File: config.mk
export PLATFORM = sky130hd
export DESIGN_NAME = program_loader
export DESIGN_NICKNAME = d
export VERILOG_FILES = /design/src/rtl/loader_pkg.sv /design/src/rtl/program_loader_byte_packer.sv /design/src/rtl/program_loader.sv
export SDC_FILE = /design/constraint.sdc
export NUM_CORES = 1
export LEC_CHECK = 0
export CORE_UTILIZATION = 57
export DETAILED_ROUTE_END_ITERATION = 7
export PLACE_DENSITY = 0.84
export SYNTH_ARGS = -nofsm -noshare
export SYNTH_HDL_FRONTEND = slang
export SYNTH_SLANG_ARGS = --single-unit
File: constraint.sdc
create_clock -name clk -period 6.4 [get_ports clk]
set_input_delay 1.92 -clock clk [delete_from_list [all_inputs] [get_ports clk]]
set_output_delay 1.92 -clock clk [all_outputs]
set_load 0.005 [all_outputs]
File: src/rtl/loader_pkg.sv
// Shared types and sizing constants for the boot-time program loader.
// Optional trailing checksum is enabled by defining LOADER_CHECKSUM_EN.
package loader_pkg;

  typedef enum logic [2:0] {
    ST_HDR_LO,
    ST_HDR_HI,
    ST_DATA,
    ST_CSUM,
    ST_DONE,
    ST_ERR
  } state_t;

  localparam int HDR_BYTES      = 2;
  localparam int BYTES_PER_WORD = 4;
  localparam int WCNT_W         = 16;

endpackage

File: src/rtl/program_loader_byte_packer.sv
// Packs little-endian stream bytes into 32-bit words; word_valid fires
// combinationally with the lane-3 byte, and the assembled word rides alongside it.
module byte_packer
  import loader_pkg::*;
(
  input  logic        clk,
  input  logic        rst,
  input  logic        take,
  input  logic [7:0]  data,
  output logic        word_valid,
  output logic [31:0] word
);

  logic [1:0]  lane;
  logic [23:0] partial;

  // Earlier bytes shift down so byte 0 ends up in bits [7:0].
  always_ff @(posedge clk) begin
    if (rst) begin
      lane    <= 2'd0;
      partial <= 24'd0;
    end else if (take) begin
      lane    <= lane + 2'd1;
      partial <= {data, partial[23:8]};
    end
  end

  assign word_valid = take && (lane == 2'(BYTES_PER_WORD - 1));
  assign word       = {data, partial};

endmodule

File: src/rtl/program_loader.sv
// Framed byte-stream loader: writes 32-bit words to instruction memory and holds
// the core in reset until the image is complete. Define LOADER_CHECKSUM_EN for XOR check.
module program_loader
  import loader_pkg::*;
#(
  parameter int IMEM_DEPTH = 1024
) (
  input  logic        clk,
  input  logic        rst,
  input  logic        in_valid,
  input  logic [7:0]  in_data,
  output logic        in_ready,
  output logic        imem_we,
  output logic [31:0] imem_addr,
  output logic [31:0] imem_wdata,
  output logic        core_rst,
  output logic        done,
  output logic        error
);

  localparam logic [WCNT_W:0] DEPTH_L = (WCNT_W + 1)'(IMEM_DEPTH);

`ifdef LOADER_CHECKSUM_EN
  localparam state_t FRAME_END = ST_CSUM;
  logic [7:0] csum_acc;
`else
  localparam state_t FRAME_END = ST_DONE;
`endif

  state_t              state, state_nxt;
  logic [7:0]          len_lo;
  logic [WCNT_W-1:0]   n_words, word_index, hdr_n;
  logic                take, pack_take, word_valid, last_word;
  logic [31:0]         word;

  assign take      = in_valid && in_ready;
  assign pack_take = take && (state == ST_DATA);
  assign hdr_n     = {in_data, len_lo};
  assign last_word = (word_index == n_words - WCNT_W'(1));

  byte_packer u_packer (
    .clk        (clk),
    .rst        (rst),
    .take       (pack_take),
    .data       (in_data),
    .word_valid (word_valid),
    .word       (word)
  );

  always_ff @(posedge clk) begin
    if (rst) state <= ST_HDR_LO;
    else     state <= state_nxt;
  end

  always_comb begin
    state_nxt = state;
    in_ready  = 1'b1;
    unique case (state)
      ST_HDR_LO: if (take) state_nxt = ST_HDR_HI;
      ST_HDR_HI: begin
        if (take) begin
          if ({1'b0, hdr_n} > DEPTH_L) state_nxt = ST_ERR;
          else if (hdr_n == '0)        state_nxt = FRAME_END;
          else                         state_nxt = ST_DATA;
        end
      end
      ST_DATA: if (word_valid && last_word) state_nxt = FRAME_END;
`ifdef LOADER_CHECKSUM_EN
      ST_CSUM: if (take) state_nxt = (in_data == csum_acc) ? ST_DONE : ST_ERR;
`endif
      ST_DONE: in_ready = 1'b0;
      default: ;
    endcase
  end

  always_ff @(posedge clk) begin
    if (rst) begin
      len_lo     <= 8'd0;
      n_words    <= '0;
      word_index <= '0;
      imem_we    <= 1'b0;
      imem_addr  <= 32'd0;
      imem_wdata <= 32'd0;
      done       <= 1'b0;
      error      <= 1'b0;
      core_rst   <= 1'b1;
    end else begin
      imem_we <= word_valid;
      if (take && state == ST_HDR_LO) len_lo  <= in_data;
      if (take && state == ST_HDR_HI) n_words <= hdr_n;
      if (word_valid) begin
        imem_wdata <= word;
        imem_addr  <= {14'd0, word_index, 2'b00};
        word_index <= word_index + WCNT_W'(1);
      end
      if (state_nxt == ST_DONE) done  <= 1'b1;
      if (state_nxt == ST_ERR)  error <= 1'b1;
      // Released a cycle after done so the final write lands first.
      core_rst <= !done;
    end
  end

`ifdef LOADER_CHECKSUM_EN
  always_ff @(posedge clk) begin
    if (rst)            csum_acc <= 8'd0;
    else if (pack_take) csum_acc <= csum_acc ^ in_data;
  end
`endif

endmodule
==> results.sh <==
export IMPL_status="complete, no violations"
export IMPL_cts_root_buffer="clkbuf_8"
export IMPL_rsz0062_at_grt="false"
export IMPL_drtPass1Iterations=5
export IMPL_synth_compound_area_share_pct=13.75
export IMPL_hold_path_class="flop to flop"
export IMPL_track_usage_pct=27.20
export IMPL_grt_pass1_vias=4105
export IMPL_yosys_top_cells_count="nand2_1 (207), dfxtp_1 (121), a21oi_1 (105)"
export IMPL_synth_xor_area_share_pct=5.539
export IMPL_num_fill_cells=628
export IMPL_synth_most_common_cell="nand2_1"
export IMPL_finalClockSkew_ps=7.915
export IMPL_dieArea_um2=9257
export IMPL_cts_buffer_depth=2
export IMPL_cp_data_required_time_ps=6770
export IMPL_diodes=0
export IMPL_start_kind="primary input"
export IMPL_yosys_area_share_simple_pct=25.00
export IMPL_pre_cts_slack_ps=1752
export IMPL_ys_ff_latch=121
export IMPL_cts_tree="built"
export IMPL_setup_violations_final=0
export IMPL_cp_arrival_ps=4580
export IMPL_pwr_share_clk_pct=53.1
export IMPL_synthAdderAreaFrac_pct=0.7418
export IMPL_yosysSeqAreaShare_pct=47.87
export IMPL_max_stage_delay_ps=520
export IMPL_cp_num_buf_inv=3
export IMPL_worst_path_max_fanout=54
export IMPL_yosysUniqueCellTypes=51
export IMPL_worstMarginPinSlew_ps=1162
export IMPL_vias=4527
export IMPL_synth_cells=649
export IMPL_switching_share_pct=22.02
export IMPL_crit_path_top_delay_cell="clkdlybuf4s50_1"
export IMPL_cts_max_level=4
export IMPL_synth_area_leader_cell="dfxtp_1"
export IMPL_power_density_nw_per_um2=294.1
export IMPL_synth_top_family_by_area="simple AND/OR/NAND/NOR gates"
export IMPL_drc=0
export IMPL_period_needed_ps=4206
export IMPL_p_switching_uw=403.5
export IMPL_antenna_found_initial=0
export IMPL_ant_nets=0
export IMPL_slew_viol_final=0
export IMPL_postSynthAreaPerCell_um2=7.796
export IMPL_ys_warn_count=0
export IMPL_clock_sinks=121
export IMPL_chipHeight_um=96.22
export IMPL_leakagePower_uw=0.002197
export IMPL_crit_path_end_kind="flop"
export IMPL_cap_violations=0
export IMPL_drt_wirelength_per_cell_um=14.81
export IMPL_grt_pass1_wl_um=19060
export IMPL_clk_insertion_delay_late_ps=530
export IMPL_drt_iter0_drc=262
export IMPL_portBuffers=63
export IMPL_post_route_period_util_pct=65.72
export IMPL_cp_top_family="buffers and inverters"
export IMPL_start_util_pct=58.59
export IMPL_core_rowCount=34
export IMPL_fin_ws_ps=2194
export IMPL_ctsHoldBuffers=0
export IMPL_crit_type="primary input to flop"
export IMPL_grt_max_degree=121
export IMPL_ir_drop_uv=233.1
export IMPL_place_gp_congestion=0.9170
export IMPL_dieWidth_um=96.22
export IMPL_synth_edf_count=0
export IMPL_synth_top_flop_cell="dfxtp_1"
export IMPL_clk_pin_slew_worst_paths_ps=60
export IMPL_cts_inserted_buffers=17
export IMPL_area_growth_pct=23.12
export IMPL_clock_fmax_mhz=237.7
export IMPL_drive_gt1_share_pct=5.983
export IMPL_seqPwrFrac_pct=42.2
export IMPL_comb_power_share_pct=4.7
export IMPL_synth_area_top_cells="dfxtp_1 (48%), nand2_1 (15%), a21oi_1 (10%)"
export IMPL_ctsResizeCount=0
export IMPL_synth_top_cell_area_share_pct=47.87
export IMPL_final_setup_tns_ps=0
export IMPL_ys_async_sr_fraction_pct=0
export IMPL_hold_violations=0
export IMPL_wl_um=11990
export IMPL_fin_nets=703
export IMPL_core_um2=8636
export IMPL_dp_hpwl_um=7519
export IMPL_slew_headroom_pct=22.56
export IMPL_cts_setup_buffers=0
export IMPL_syn_area_um2=5060
export IMPL_overflow=0
export IMPL_power_internal_uw=1429
export IMPL_crit_chain="clkdlybuf4s50_1, nor4bb_4, buf_4, and2_1, buf_4, nand4_1, nor2_1, nand4_1, xor2_1, nor2_1"
export IMPL_ioPinCount=80
export IMPL_synth_mux_area_share_pct=0.5935
export IMPL_viasPerCell=5.589
registers in the layout, summed over array words and instances (netlist names), 2 cells and up:
signal,count
word_index,16
len_lo,8
imem_wdata,32
imem_addr,16
u_packer.partial,24
n_words,16
u_packer.lane,2
state,3
power by group through the flow:
stage / logic (uW) / registers, uW / clock network, uW
5_1_grt: 95.3 / 773 / 1010
2_1_floorplan: 70.4 / 784 / 0
6_report: 85.9 / 773 / 974
3_5_place_dp: 84.1 / 788 / 0
3_3_place_gp: 81.0 / 788 / 0
4_1_cts: 85.3 / 772 / 975
cells in the final DEF, fill, tap and decap left out, types with 8 or more instances in the layout:
cell type and n:
nor3_1 8, conb_1 16, xnor2_1 15, nand4_1 8, clkbuf_16 16, nand3_1 8
a21oi_1 105, dfxtp_1 121, nor2_1 26, xor2_1 17, clkdlybuf4s50_1 62, nand2_1 207
metrics by stage:
stage	area [um2]	hold slack (ps)	utilization [%]	cells	power, uW
finish	6230	410.4	72.14	810	1832
global route	6230	426.0	72.14	810	1884
CTS	6230	411.1	72.14	810	1833
detailed placement	5618	395.5	65.05	778	872.5
global placement	5618	400.8	65.05	778	869.0
floorplan	5116	404.5	-	664	854.0
routing by layer:
| layer | track usage (%) | part of all wire (%) | vias to the layer above |
|---|---|---|---|
| met5 | 0 | 0 | - |
| met4 | 11.32 | 2.0 | 0 |
| met3 | 7.583 | 7.3 | 24 |
| met2 | 43.91 | 49 | 185 |
| met1 | 34.00 | 42 | 2126 |
| li1 | - | - | 2192 |
area by class of cell:
class	count	area (um2)	share of cell area (%)
repair buffers	66	650.6	10.44
flip-flops and latches	121	2422	38.88
multi-input cells	476	2384	38.26
clock buffers	21	469.2	7.532
well taps	108	135.1	2.169
clock inverters	11	142.6	2.290
inverters	7	26.28	0.4218
logic make-up (layout without fill, tap and decap cells):
| group | count (synthesis) | count (layout) |
|---|---|---|
| and+or+nand+nor | 294 | 294 |
| AOI/OAI and AO/OA | 128 | 128 |
| DFF | 121 | 121 |
| buffers and inverters | 67 | 105 |
| xor gates and xnor gates | 32 | 32 |
| adders and majority gates | 3 | 3 |
| muxes | 3 | 3 |
| other | 1 | 16 |
final timing paths:
check           start  slack [ps]             end  depth (start not counted)
max          in_valid        2190  word_index[14]                         10
max reg2reg  state[1]        3670  word_index[14]                          9
min reg2reg      done         410        core_rst                          1
min              done         410        core_rst                          1
Power figures use the tool's default switching activity.
==> RTL edit: new RTL, same settings <==
The 6 states of `state_t` get a one-hot encoding in 6 bits.
--- a/src/rtl/loader_pkg.sv
+++ b/src/rtl/loader_pkg.sv
@@ -2,13 +2,13 @@
 // Optional trailing checksum is enabled by defining LOADER_CHECKSUM_EN.
 package loader_pkg;
 
-  typedef enum logic [2:0] {
-    ST_HDR_LO,
-    ST_HDR_HI,
-    ST_DATA,
-    ST_CSUM,
-    ST_DONE,
-    ST_ERR
+  typedef enum logic [5:0] {
+    ST_HDR_LO = 6'b000001,
+    ST_HDR_HI = 6'b000010,
+    ST_DATA   = 6'b000100,
+    ST_CSUM   = 6'b001000,
+    ST_DONE   = 6'b010000,
+    ST_ERR    = 6'b100000
   } state_t;
 
   localparam int HDR_BYTES      = 2;
Formal check against the unedited RTL: same outputs for any inputs over 10 cycles, from zero or initial values and one cycle with rst high; not proved beyond that.
==> RTL edit against the unedited design <==
- synthesized area is 5.3% higher
- combinational power is 27% lower
- critical path depth is 1 lower
- setup slack worse by 0.17 ns
- routed wire length is 6.5% higher
- total power is 5.9% lower
- sequential cell count is 3 higher
- first-iteration DRC count is 20% higher
- sequential power is 2% higher
- non-clock buffer count is 1 higher
- die area is 5.2% higher
- final area is 3.3% higher
- critical endpoint is now done
==> RTL edit: results (changes against the unedited design) <==
Setup path
  • Critical path peak fanout: 51 (-5.6%)
  • Slowest cell on crit path: or4bb_1
  • Reg2Reg Setup Slack: 3.31 ns (-0.36 ns)
  • Crit-path max cell delay: 0.55 ns (+0.03 ns)
  • CP arrival: 4.77 ns (+0.19 ns)

Route
  • Length of routed wiring on met1: 5230 µm (+3.9%)
  • Via density: 5.66 (+1.3%)
  • Met3 wire length: 580 µm (-34%)
  • DR iter-0 viols: 315 (+20%)

Timing
  • Slew margin rel.: 33.7% (+11 points)
  • Clk_skew: 0.0131 ns (+0.00517 ns)

Power
  • PD cells: 268 nW/µm² (-8.8%)
  • Clock group: 0.000877 W (-10%)
  • Internal power component: 0.00134 W (-6.0%)
  • Seq power: 0.000786 W (+2%)

Placement
  • RD Place Congestion: 0.873 (-4.8%)
  • Dpl cell area: 5880 µm² (+4.7%)
  • DP Cell Count: 792 (+1.8%)

Synthesis
  • Sequential share of the synthesized area: 46.6% (-1.3 points)
  • Syn Inst Count: 662 (+2.0%)

Layout
  • Fill count: 673 (+7.2%)
  • Multi-input logic area: 2580 µm² (+8.2%)
  • Non-filler instance count after layout: 823 (+1.6%)

Status
  • Status: finished, final reports clean

Global route
  • Total track usage: 27.4% (+0.23 points)
RTL edit: cells by family (layout without fill, tap and decap cells):
| kind of cell | Yosys count | in the layout | synth area share [%] |
|---|---|---|---|
| xor+xnor | 27 | 27 | 4.44 |
| compound gates | 114 | 114 | 12.7 |
| other cells | 1 | 16 | 0.0704 |
| buf+inv | 68 | 106 | 6.10 |
| flops | 124 | 124 | 46.6 |
| mux | 24 | 24 | 4.51 |
| simple gates | 301 | 301 | 24.9 |
| fa+ha+maj | 3 | 3 | 0.704 |
RTL edit: area by class of cell:
type | instances | area share [%]
clock buffers | 21 | 7.14
clock inverters | 10 | 1.40
inverters | 8 | 0.467
multi-input cells | 485 | 40.1
flip-flops and latches | 124 | 38.6
well taps | 108 | 2.10
repair buffers | 67 | 10.2
RTL edit: routing by layer:
layer	GRT usage (%)	vias to the layer above
met5	0	-
met4	15.8	0
met3	5.25	34
met2	47.5	177
met1	31.8	2165
li1	-	2282
